<file path="config.mk">
export PLATFORM = sky130hd
export DESIGN_NAME = ip_packet_rx
export DESIGN_NICKNAME = d
export VERILOG_FILES = /design/src/rtl/ip_packet_pkg.sv /design/src/rtl/ones_complement_accumulator.sv /design/src/rtl/ip_packet_rx.sv
export SDC_FILE = /design/constraint.sdc
export NUM_CORES = 1
export LEC_CHECK = 0
export BUFFER_PORTS_ARGS = -buffer_cell sky130_fd_sc_hd__clkbuf_2
export CORE_MARGIN = 1.5
export CORE_UTILIZATION = 25
export DETAILED_ROUTE_END_ITERATION = 16
export PLACE_DENSITY = 0.43
export SLEW_MARGIN = 20
export SYNTH_ARGS = -nofsm -noshare
export SYNTH_HDL_FRONTEND = slang
export SYNTH_SLANG_ARGS = --single-unit
</file>
<file path="constraint.sdc">
create_clock -name aclk -period 10.5 [get_ports aclk]
set_input_delay 0 -clock aclk [delete_from_list [all_inputs] [get_ports aclk]]
set_output_delay 0 -clock aclk [all_outputs]
set_load 0.005 [all_outputs]
</file>
<file path="src/rtl/ip_packet_pkg.sv">
// Shared definitions for the IPv4/UDP-style accelerator frame path (receiver and transmitter).
// Offsets are absolute byte positions within the 34-byte frame.
package ip_packet_pkg;

    typedef enum logic [2:0] {
        IDLE,
        RX_ETH_HDR,
        RX_IP_HDR,
        RX_USER_DATA,
        DELIVER,
        DROP
    } rx_state_t;

    localparam logic [5:0]  ETH_HDR_LEN    = 6'd12;
    localparam logic [5:0]  IP_HDR_LEN     = 6'd20;

    localparam logic [5:0]  DST_MAC_OFS    = 6'd0;
    localparam logic [5:0]  SRC_MAC_OFS    = 6'd6;
    localparam logic [5:0]  IP_HDR_OFS     = ETH_HDR_LEN;
    localparam logic [5:0]  TOTAL_LEN_OFS  = 6'd14;
    localparam logic [5:0]  SRC_IP_OFS     = 6'd24;
    localparam logic [5:0]  DST_IP_OFS     = 6'd28;
    localparam logic [5:0]  USER_DATA_OFS  = IP_HDR_OFS + IP_HDR_LEN;
    localparam logic [5:0]  LAST_BYTE_OFS  = USER_DATA_OFS + 6'd1;

    localparam logic [7:0]  IP_VERSION_IHL = 8'h45;
    localparam logic [15:0] PACKET_LENGTH  = 16'd36;
    localparam logic [15:0] CHECKSUM_OK    = 16'hFFFF;
    localparam logic [47:0] BROADCAST_MAC  = 48'hFFFF_FFFF_FFFF;

endpackage

</file>
<file path="src/rtl/ones_complement_accumulator.sv">
// Byte-serial 16-bit ones-complement adder for IPv4 header checksums.
// Bytes alternate high/low within each word, starting high after a clear.
module ones_complement_accumulator (
    input  logic        aclk,
    input  logic        areset,
    input  logic        i_clear,
    input  logic        i_valid,
    input  logic [7:0]  i_byte,
    output logic [15:0] o_sum
);

    logic [15:0] r_sum;
    logic        r_low_phase;
    logic [15:0] w_addend;
    logic [16:0] w_raw;
    logic [15:0] w_folded;

    // o_sum already includes the byte on i_byte so the final word can be judged on its own cycle
    always_comb begin
        w_addend = r_low_phase ? {8'h00, i_byte} : {i_byte, 8'h00};
        w_raw    = {1'b0, r_sum} + {1'b0, w_addend};
        w_folded = w_raw[15:0] + {15'd0, w_raw[16]};
        o_sum    = i_valid ? w_folded : r_sum;
    end

    always_ff @(posedge aclk or posedge areset) begin
        if (areset) begin
            r_sum       <= 16'd0;
            r_low_phase <= 1'b0;
        end else if (i_clear) begin
            r_sum       <= 16'd0;
            r_low_phase <= 1'b0;
        end else if (i_valid) begin
            r_sum       <= w_folded;
            r_low_phase <= ~r_low_phase;
        end
    end

endmodule

</file>
<file path="src/rtl/ip_packet_rx.sv">
// Receives 34-byte Ethernet/IPv4 frames from the MAC, filters them by address, length and
// header checksum, and hands the 10-bit payload message to the accelerator.
module ip_packet_rx
    import ip_packet_pkg::*;
#(
    parameter int AXI_S_DATA_WIDTH = 8,
    parameter int IP_ADDR_WIDTH    = 32,
    parameter int MAC_ADDR_WIDTH   = 48,
    parameter int ACCEL_DATA_WIDTH = 10
) (
    input  logic                        aclk,
    input  logic                        areset,
    input  logic [IP_ADDR_WIDTH-1:0]    ACCELERATOR_IP_ADDRESS,
    input  logic [MAC_ADDR_WIDTH-1:0]   ACCELERATOR_MAC_ADDRESS,
    input  logic [AXI_S_DATA_WIDTH-1:0] MAC_DATA_IN,
    input  logic                        MAC_DATA_VALID,
    input  logic                        MAC_DATA_FIRST,
    input  logic                        MAC_DATA_LAST,
    output logic                        MAC_DATA_READY,
    output logic [MAC_ADDR_WIDTH-1:0]   SENDER_MAC_ADDRESS,
    output logic [IP_ADDR_WIDTH-1:0]    SENDER_IP_ADDRESS,
    output logic [ACCEL_DATA_WIDTH-1:0] SENDER_MESSAGE,
    output logic                        MESSAGE_VALID,
    input  logic                        MESSAGE_READY,
    output logic [7:0]                  DROP_COUNT
);

    rx_state_t r_state;
    rx_state_t w_state_next;
    logic [5:0] r_cnt;
    logic [5:0] w_cnt_next;

    logic                      r_own_ok;
    logic                      r_bc_ok;
    logic [MAC_ADDR_WIDTH-1:0] r_src_mac_cap;
    logic [IP_ADDR_WIDTH-1:0]  r_src_ip_cap;
    logic [1:0]                r_msg_hi;
    logic [7:0]                r_drop_count;

    logic        w_accept;
    logic        w_in_frame;
    logic        w_frame_byte;
    logic [5:0]  w_pos;
    logic [5:0]  w_mac_lsb;
    logic [4:0]  w_ip_lsb;
    logic        w_own_ok;
    logic        w_bc_ok;
    logic        w_fail;
    logic        w_csum_valid;
    logic [15:0] w_csum;
    logic [1:0]  w_drop_inc;
    logic [8:0]  w_drop_sum;

    assign MAC_DATA_READY = (r_state != DELIVER);
    assign MESSAGE_VALID  = (r_state == DELIVER);
    assign DROP_COUNT     = r_drop_count;
    assign w_accept       = MAC_DATA_VALID && MAC_DATA_READY;
    assign w_frame_byte   = w_accept && w_in_frame;

    // A FIRST byte always becomes position 0 of a new frame, whatever state it lands in
    always_comb begin
        w_in_frame = 1'b0;
        w_pos      = 6'd0;
        case (r_state)
            IDLE:         w_in_frame = MAC_DATA_FIRST;
            RX_ETH_HDR: begin
                w_in_frame = 1'b1;
                w_pos      = MAC_DATA_FIRST ? 6'd0 : r_cnt;
            end
            RX_IP_HDR: begin
                w_in_frame = 1'b1;
                w_pos      = MAC_DATA_FIRST ? 6'd0 : IP_HDR_OFS + r_cnt;
            end
            RX_USER_DATA: begin
                w_in_frame = 1'b1;
                w_pos      = MAC_DATA_FIRST ? 6'd0 : USER_DATA_OFS + r_cnt;
            end
            default:      w_in_frame = 1'b0;
        endcase
    end

    assign w_csum_valid = w_frame_byte && (w_pos >= IP_HDR_OFS) && (w_pos < USER_DATA_OFS);

    ones_complement_accumulator u_csum (
        .aclk    (aclk),
        .areset  (areset),
        .i_clear (w_frame_byte && (w_pos == DST_MAC_OFS)),
        .i_valid (w_csum_valid),
        .i_byte  (MAC_DATA_IN),
        .o_sum   (w_csum)
    );

    // Per-byte header checks; the destination MAC is matched incrementally against both candidates
    always_comb begin
        w_mac_lsb = {3'd5 - w_pos[2:0], 3'b000};
        w_ip_lsb  = {2'd3 - w_pos[1:0], 3'b000};
        w_own_ok  = (w_pos == DST_MAC_OFS || r_own_ok)
                    && (MAC_DATA_IN == ACCELERATOR_MAC_ADDRESS[w_mac_lsb +: 8]);
        w_bc_ok   = (w_pos == DST_MAC_OFS || r_bc_ok) && (MAC_DATA_IN == BROADCAST_MAC[7:0]);
        w_fail    = 1'b0;
        if (w_pos < SRC_MAC_OFS)
            w_fail = !(w_own_ok || w_bc_ok);
        if (w_pos == IP_HDR_OFS)
            w_fail = (MAC_DATA_IN != IP_VERSION_IHL);
        if (w_pos == TOTAL_LEN_OFS)
            w_fail = (MAC_DATA_IN != PACKET_LENGTH[15:8]);
        if (w_pos == TOTAL_LEN_OFS + 6'd1)
            w_fail = (MAC_DATA_IN != PACKET_LENGTH[7:0]);
        if (w_pos >= DST_IP_OFS && w_pos < USER_DATA_OFS)
            w_fail = (MAC_DATA_IN != ACCELERATOR_IP_ADDRESS[w_ip_lsb +: 8]);
        if (w_pos == USER_DATA_OFS - 6'd1 && w_csum != CHECKSUM_OK)
            w_fail = 1'b1;
    end

    // r_cnt indexes the next byte expected within the current state
    always_comb begin
        w_state_next = r_state;
        w_cnt_next   = r_cnt;
        w_drop_inc   = 2'd0;
        case (r_state)
            IDLE, RX_ETH_HDR, RX_IP_HDR, RX_USER_DATA: begin
                if (w_accept && MAC_DATA_FIRST && r_state != IDLE)
                    w_drop_inc = 2'd1;
                if (w_frame_byte) begin
                    w_cnt_next = 6'd0;
                    if (w_pos == LAST_BYTE_OFS) begin
                        if (MAC_DATA_LAST) begin
                            w_state_next = DELIVER;
                        end else begin
                            w_state_next = DROP;
                            w_drop_inc   = w_drop_inc + 2'd1;
                        end
                    end else if (MAC_DATA_LAST) begin
                        w_state_next = IDLE;
                        w_drop_inc   = w_drop_inc + 2'd1;
                    end else if (w_fail) begin
                        w_state_next = DROP;
                        w_drop_inc   = w_drop_inc + 2'd1;
                    end else if (w_pos < IP_HDR_OFS - 6'd1) begin
                        w_state_next = RX_ETH_HDR;
                        w_cnt_next   = w_pos + 6'd1;
                    end else if (w_pos < USER_DATA_OFS - 6'd1) begin
                        w_state_next = RX_IP_HDR;
                        w_cnt_next   = w_pos + 6'd1 - IP_HDR_OFS;
                    end else begin
                        w_state_next = RX_USER_DATA;
                        w_cnt_next   = w_pos + 6'd1 - USER_DATA_OFS;
                    end
                end
            end
            DELIVER: begin
                if (MESSAGE_READY) begin
                    w_state_next = IDLE;
                    w_cnt_next   = 6'd0;
                end
            end
            DROP: begin
                if (w_accept && MAC_DATA_LAST) begin
                    w_state_next = IDLE;
                    w_cnt_next   = 6'd0;
                end
            end
            default: begin
                w_state_next = IDLE;
                w_cnt_next   = 6'd0;
            end
        endcase
    end

    assign w_drop_sum = {1'b0, r_drop_count} + {7'd0, w_drop_inc};

    always_ff @(posedge aclk or posedge areset) begin
        if (areset) begin
            r_state      <= IDLE;
            r_cnt        <= 6'd0;
            r_drop_count <= 8'd0;
        end else begin
            r_state      <= w_state_next;
            r_cnt        <= w_cnt_next;
            r_drop_count <= w_drop_sum[8] ? 8'hFF : w_drop_sum[7:0];
        end
    end

    // Fields are captured into shadow registers so SENDER_* only change when a frame is delivered
    always_ff @(posedge aclk or posedge areset) begin
        if (areset) begin
            r_own_ok           <= 1'b0;
            r_bc_ok            <= 1'b0;
            r_src_mac_cap      <= '0;
            r_src_ip_cap       <= '0;
            r_msg_hi           <= 2'd0;
            SENDER_MAC_ADDRESS <= '0;
            SENDER_IP_ADDRESS  <= '0;
            SENDER_MESSAGE     <= '0;
        end else if (w_frame_byte) begin
            if (w_pos < SRC_MAC_OFS) begin
                r_own_ok <= w_own_ok;
                r_bc_ok  <= w_bc_ok;
            end
            if (w_pos >= SRC_MAC_OFS && w_pos < IP_HDR_OFS)
                r_src_mac_cap <= {r_src_mac_cap[MAC_ADDR_WIDTH-9:0], MAC_DATA_IN};
            if (w_pos >= SRC_IP_OFS && w_pos < DST_IP_OFS)
                r_src_ip_cap <= {r_src_ip_cap[IP_ADDR_WIDTH-9:0], MAC_DATA_IN};
            if (w_pos == USER_DATA_OFS)
                r_msg_hi <= MAC_DATA_IN[1:0];
            if (w_pos == LAST_BYTE_OFS && MAC_DATA_LAST) begin
                SENDER_MAC_ADDRESS <= r_src_mac_cap;
                SENDER_IP_ADDRESS  <= r_src_ip_cap;
                SENDER_MESSAGE     <= {r_msg_hi, MAC_DATA_IN};
            end
        end
    end

endmodule

</file>
# Word level (Yosys, flattened, before mapping)
# Index checks and enable logic that the tools add are counted.
dict set report op_classes {
  n_addsub 11
  n_mul 0
  div_mod_pow 0
  order_cmp 10
  n_eq_ne 21
  n_shift 2
  muxes 44
  bitwise_logic 1
  n_reduce_logical 32
}
# operator n
set op_table {}
lappend op_table {{6-bit 2-to-1 mux} 11}
lappend op_table {{16-bit 2-to-1 mux} 3}
lappend op_table {{48-bit by 7-bit indexed part select with 8-bit output} 1}
lappend op_table {{6-bit case mux with 3 select lines} 2}
lappend op_table {{32-bit by 6-bit indexed part select with 8-bit output} 1}
lappend op_table {{6-bit by 4-bit == test with 1-bit output (second input constant)} 3}
lappend op_table {{3-bit 2-to-1 mux} 6}
lappend op_table {{16-bit by 16-bit adder with 17-bit output} 1}
lappend op_table {{16-bit by 1-bit adder with 16-bit output} 1}
lappend op_table {{2-bit 2-to-1 mux} 8}
lappend op_table {{16-bit inequality test (second input constant)} 1}
lappend op_table {{1-bit logical AND} 15}
lappend op_table {{6-bit == test (second input constant)} 2}
lappend op_table {{6-bit by 5-bit greater-or-equal comparator with 1-bit output (second input constant)} 2}
lappend op_table {{6-bit by 4-bit less-than comparator with 1-bit output (second input constant)} 2}
lappend op_table {{6-bit by 5-bit less-than comparator with 1-bit output (second input constant)} 2}
lappend op_table {{1-bit 2-to-1 mux} 11}
lappend op_table {{2-bit AND reduction} 5}
lappend op_table {{8-bit by 2-bit adder with 9-bit output} 1}
lappend op_table {{3-bit case mux with 3 select lines} 1}
lappend op_table {{8-bit == test} 1}
lappend op_table {{8-bit == test (second input constant)} 1}
lappend op_table {{8-bit 2-to-1 mux} 1}
lappend op_table {{8-bit by 6-bit inequality test with 1-bit output (second input constant)} 1}
lappend op_table {{33 further kinds} 38}
dict set report totals {
  reg_bits 208
  latchBits 0
  ram_bits 0
  mem_bits_ro 0
  inputBits 94
  out_inout_bits 100
  wordCells 134
  n_memories 0
}

# Logic depth before layout (Yosys ltp)
dict set report logic_depth {
  ltp_word 22
  ltp_mapped 38
  ltp_nobuf 37
}

# Hierarchy
# From an unflattened synthesis, not the netlist that was laid out.
dict set report hier_totals {
  cells_unflattened 1080
  hier_area_um2 11582.4
}
# module instances cells_per_inst area_per_inst_um2
set modules_own_cells {}
lappend modules_own_cells {ip_packet_rx 1 812 9461.6}
lappend modules_own_cells {ones_complement_accumulator 1 268 2120.8}

# Worst setup path after synthesis
# OpenSTA, ideal clock, no wires.
dict set report synth_path {
  path_kind {reg2reg}
  from {reg u_csum.r_low_phase}
  to {reg r_drop_count[0], in the netlist DROP_COUNT[0]}
  setup_ns 0.070
  t_arrival_ns 6.681
  required_ns 10.430
  slack_ns 3.749
  path_stages_with_launch 37
  period_less_slack_ns 6.751
  path_cell_list {dfrtp_1 clkbuf_1 and2_1 ha_1 inv_1 fa_1 and2b_1 o21a_1 o211ai_1 a21oi_1 nor3_1 o21bai_1 a21oi_1 o21bai_1 ha_1 nand3b_1 a2111o_1 a211oi_4 nand4_2 or3b_1 nand3_1 o2111a_1 nand4b_2 a21oi_4 inv_1 ha_1 o21ai_0 a21oi_1 a31oi_1 nor2_1 ha_1 inv_1 fa_1 nand2b_1 nor2_1 nand3_1 nand2b_1}
}
dict set report synth_via {
  elab_chain_cells 14
}
# item line_no
set synth_lines {}
lappend synth_lines {{from (decl)} ones_complement_accumulator.sv:13} ;# logic r_low_phase;
lappend synth_lines {{from (signal assigned)} ones_complement_accumulator.sv:35} ;# r_low_phase <= ~r_low_phase;
lappend synth_lines {{16-bit 2-to-1 mux} ones_complement_accumulator.sv:20} ;# w_addend = r_low_phase ? {8'h00, i_byte} : {i_byte, 8'h00};
lappend synth_lines {{16-bit by 16-bit adder with 17-bit output} ones_complement_accumulator.sv:21} ;# w_raw = {1'b0, r_sum} + {1'b0, w_addend};
lappend synth_lines {{16-bit by 1-bit adder with 16-bit output} ones_complement_accumulator.sv:22} ;# w_folded = w_raw[15:0] + {15'd0, w_raw[16]};
lappend synth_lines {{16-bit 2-to-1 mux} --}
lappend synth_lines {{16-bit inequality test} ip_packet_rx.sv:111} ;# if (w_pos == USER_DATA_OFS - 6'd1 && w_csum != CHECKSUM_OK)
lappend synth_lines {{1-bit logical AND} ip_packet_rx.sv:111}
lappend synth_lines {{1-bit 2-to-1 mux} ip_packet_rx.sv:111}
lappend synth_lines {{2-bit 2-to-1 mux} ip_packet_rx.sv:136} ;# end else if (w_fail) begin
lappend synth_lines {{2-bit 2-to-1 mux} ip_packet_rx.sv:133} ;# end else if (MAC_DATA_LAST) begin
lappend synth_lines {{2-bit 2-to-1 mux} ip_packet_rx.sv:126} ;# if (w_pos == LAST_BYTE_OFS) begin
lappend synth_lines {{2-bit 2-to-1 mux} ip_packet_rx.sv:124} ;# if (w_frame_byte) begin
lappend synth_lines {{2-bit 2-to-1 mux} ip_packet_rx.sv:120} ;# case (r_state)
lappend synth_lines {{8-bit by 2-bit adder with 9-bit output} ip_packet_rx.sv:170} ;# assign w_drop_sum = {1'b0, r_drop_count} + {7'd0, w_drop_inc};
lappend synth_lines {{8-bit 2-to-1 mux} ip_packet_rx.sv:180} ;# r_drop_count <= w_drop_sum[8] ? 8'hFF : w_drop_sum[7:0];
lappend synth_lines {{to (signal assigned)} ip_packet_rx.sv:180}
lappend synth_lines {{to (decl)} ip_packet_rx.sv:38} ;# logic [7:0] r_drop_count;
# No other way between the ends.
# A chain may end at the register's enable or synchronous reset.

# Worst setup path in the final report
# Ends and elaborated chain as after synthesis.

==> metrics.yaml <==
layout:
  layout-drive-gt1-share_pct: 36.4
  n_antenna_cell: 0
  utilization_pct: 30.9
  fill_cells: 4613
  nets: 1324
  area_growth_pct: 21.4
detailed_routing:
  drt-initial-drc-count: 496
  ant_nets: 0
  wl_mm: 31.1
  vias_per_cell: 4.73
  wire_per_inst_microns: 17.2
  num_vias: 8536
  dr.pass1.iters: 5
  drc: 0
cts:
  clock_path_buffers: 3
  clk_pin_slew_ps: 70
  cts_tree: "yes"
  postCtsSetupRepairBufs: 0
  htreeDepth: 1
  clock_latency_ps: 520
  cts_buffers: 24
  root_buffer: "clkbuf_16"
  cts.sinks: 208
setup_path:
  worst_path_max_delay_cell: "dfrtp_1"
  worstSetupPathType: "reg2reg"
  startpoint_type: "register"
  critPathTopFamily: "compound AO/OA/AOI/OAI gates"
  crit_buf_inv: 3
  crit_arrival_ps: 8260
  crit_path_frequent_cell: "ha_1"
  cp.required_ps: 10960
  cp-end-kind: "register"
  worstPathMaxFanout: 17
  cpPeakStageDelay_ps: 710
sta:
  setup_viol: 0
  post-route-min-period_ps: 7800
  skew_ps: 16.2
  maxSlewViolCount: 0
  rsz0062_at_grt: "false"
  fmax_mhz: 128
  tightest_slew_ps: 926
  slew_headroom_pct: 38.3
  fin_setup_tns_ps: 0
  hold_viol: 0
  finalCritPeriodShare_pct: 74.3
pwr:
  p_leak_nw: 6.80
  cell_internal_pwr_mw: 1.40
  switching_share_pct: 25.3
  powerDensity_mw_per_mm2: 137
  p_switching_mw: 0.474
  p_comb_share_pct: 9.9
  ir_worst_vdd_v: 0.0000926
  p_seq_share_pct: 44.9
  p_clk_share_pct: 45.1
logic_synthesis:
  synth-simple-area-share_pct: 12.1
  synth_nets: 1150
  yosysSeqAreaShare_pct: 46.1
  synth_seq_cells: 208
  ys_warn_count: 0
  synth_area_per_cell_sq_um: 11.0
  synth_top_area_share_pct: 46.1
  synthArstFlopShare_pct: 100
  synth_top_flop_cell: "dfrtp_1"
  synth_area_leaders: "dfrtp_1 (46%), mux2_2 (17%), ha_1 (3.2%), nand2_1 (2.4%), mux2i_1 (2.4%)"
  synthAdderAreaFrac_pct: 3.57
  yosysTopAreaCell: "dfrtp_1"
  synth_xor_area_share_pct: 3.33
  synth_cell_types: 79
  synth_edf_count: 0
  synth_compound_area_share_pct: 12.0
  yosys.cell_count.top_type: "dfrtp_1"
  ys_top_cells_by_count: "dfrtp_1 (208), mux2_2 (173), nand2_1 (73)"
  synth.cell_area_sq_mm: 0.0113
  synth_mux_area_share_pct: 19.6
  syn_inst: 1025
  synth_top_family_by_area: "multiplexers"
die:
  num_rows: 77
  die_h_microns: 216
  io_pins: 194
  core-area_sq_mm: 0.0444
  die_area_sq_mm: 0.0465
  start_util_pct: 25.4
  die_w_microns: 216
global_routing:
  first_global_vias: 8584
  grt_max_degree: 137
  antenna_found_initial: 1
  grt_use_total_pct: 13.2
  overflow: 0
  grt_pass1_wl_mm: 49.3
worst_hold_path:
  min_path_type: "in2async"
placement:
  dp_hpwl_mm: 22.1
  gp_congestion: 0.787
  io_buffers: 193
outcome:
  status: "complete, no violations"
run:
  max_cap_violations: 0
-- layer usage --
| layer | part of all wire [%] | global-route usage [%] | vias up |
|---|---|---|---|
| met5 | 0 | 0 | - |
| met4 | 2.2 | 3.57 | 0 |
| met3 | 5.3 | 2.35 | 41 |
| met2 | 46 | 21.5 | 251 |
| met1 | 46 | 18.0 | 4177 |
| li1 | - | - | 4067 |
-- per-stage QoR --
stage	cells	total power [mW]	setup WS [ps]	cell area, sq um	hold WS, ps
finish	1806	1.88	2700	13700	20.6
global route	1806	1.97	1950	13700	44.7
CTS	1805	1.91	2680	13700	18.9
detailed placement	1762	1.05	2730	12900	309
global placement	1762	1.05	2940	12900	305
floorplan	1025	0.967	3750	11300	326
-- power groups by stage --
stage / registers [mW] / logic (mW) / clock network (mW)
6_report: 0.843 / 0.186 / 0.847
5_1_grt: 0.844 / 0.211 / 0.913
4_1_cts: 0.842 / 0.189 / 0.878
3_5_place_dp: 0.857 / 0.188 / 0
3_3_place_gp: 0.857 / 0.188 / 0
2_1_floorplan: 0.844 / 0.122 / 0
-- cells in the final DEF, fill, tap and decap left out, types with 28 or more instances in the layout --
cell type	instances
nand2_1	72
nand3_1	28
nor2_1	58
clkbuf_2	193
a21oi_1	36
mux2_2	173
ha_1	29
inv_1	30
dfrtp_1	208
-- worst min-delay path, stage by stage --
cell and delay (ps):
dlygate4sd3_1 530, clkbuf_2 140, inv_8 260
-- cells by family (layout without fill, tap and decap cells) --
family,Yosys count,in the layout
and+or+nand+nor,273,273
adders and majority gates,31,31
DFF,208,208
buffers and inverters,91,280
muxes,200,200
AOI/OAI and AO/OA,182,182
xor gates and xnor gates,40,40
-- worst paths after layout --
kind	startpoint	end	slack (ps)	depth (start not counted)
min in group aclk	MAC_DATA_IN[7]	r_bc_ok	40	4
hold / removal	areset	SENDER_IP_ADDRESS[29]	20	3
setup reg to reg	u_csum.r_low_phase	DROP_COUNT[0]	2700	36
hold reg to reg	SENDER_MESSAGE[6]	SENDER_MESSAGE[6]	490	2
setup / recovery	u_csum.r_low_phase	DROP_COUNT[0]	2700	36
max in group asynchronous	areset	SENDER_MAC_ADDRESS[1]	8760	5
-- flip-flops by register name (all words and copies together) (netlist names) --
| name | cells |
|---|---|
| DROP_COUNT | 8 |
| SENDER_IP_ADDRESS | 32 |
| SENDER_MAC_ADDRESS | 48 |
| SENDER_MESSAGE | 10 |
| r_bc_ok | 1 |
| r_cnt | 6 |
| r_msg_hi | 2 |
| r_own_ok | 1 |
| r_src_ip_cap | 32 |
| r_src_mac_cap | 48 |
| r_state | 3 |
| u_csum.r_low_phase | 1 |
| u_csum.r_sum | 16 |
-- cell type report --
cell class,count,area (sq um),share of cell area [%]
clock inverters,9,110,0.803
clock buffers,32,692,5.05
repair buffers,207,1100,7.99
well taps,592,741,5.40
flip-flops and latches,208,5200,38.0
inverters,32,128,0.931
multi-input cells,726,5740,41.9
-- what timing repair did --
item / CTS / global route
resized for setup: 0 / 0
setup endpoints to repair: 0 / 0
hold buffers: 2 / 0
hold endpoints to repair: 137 / 0
(Power assumes the default switching activity.)
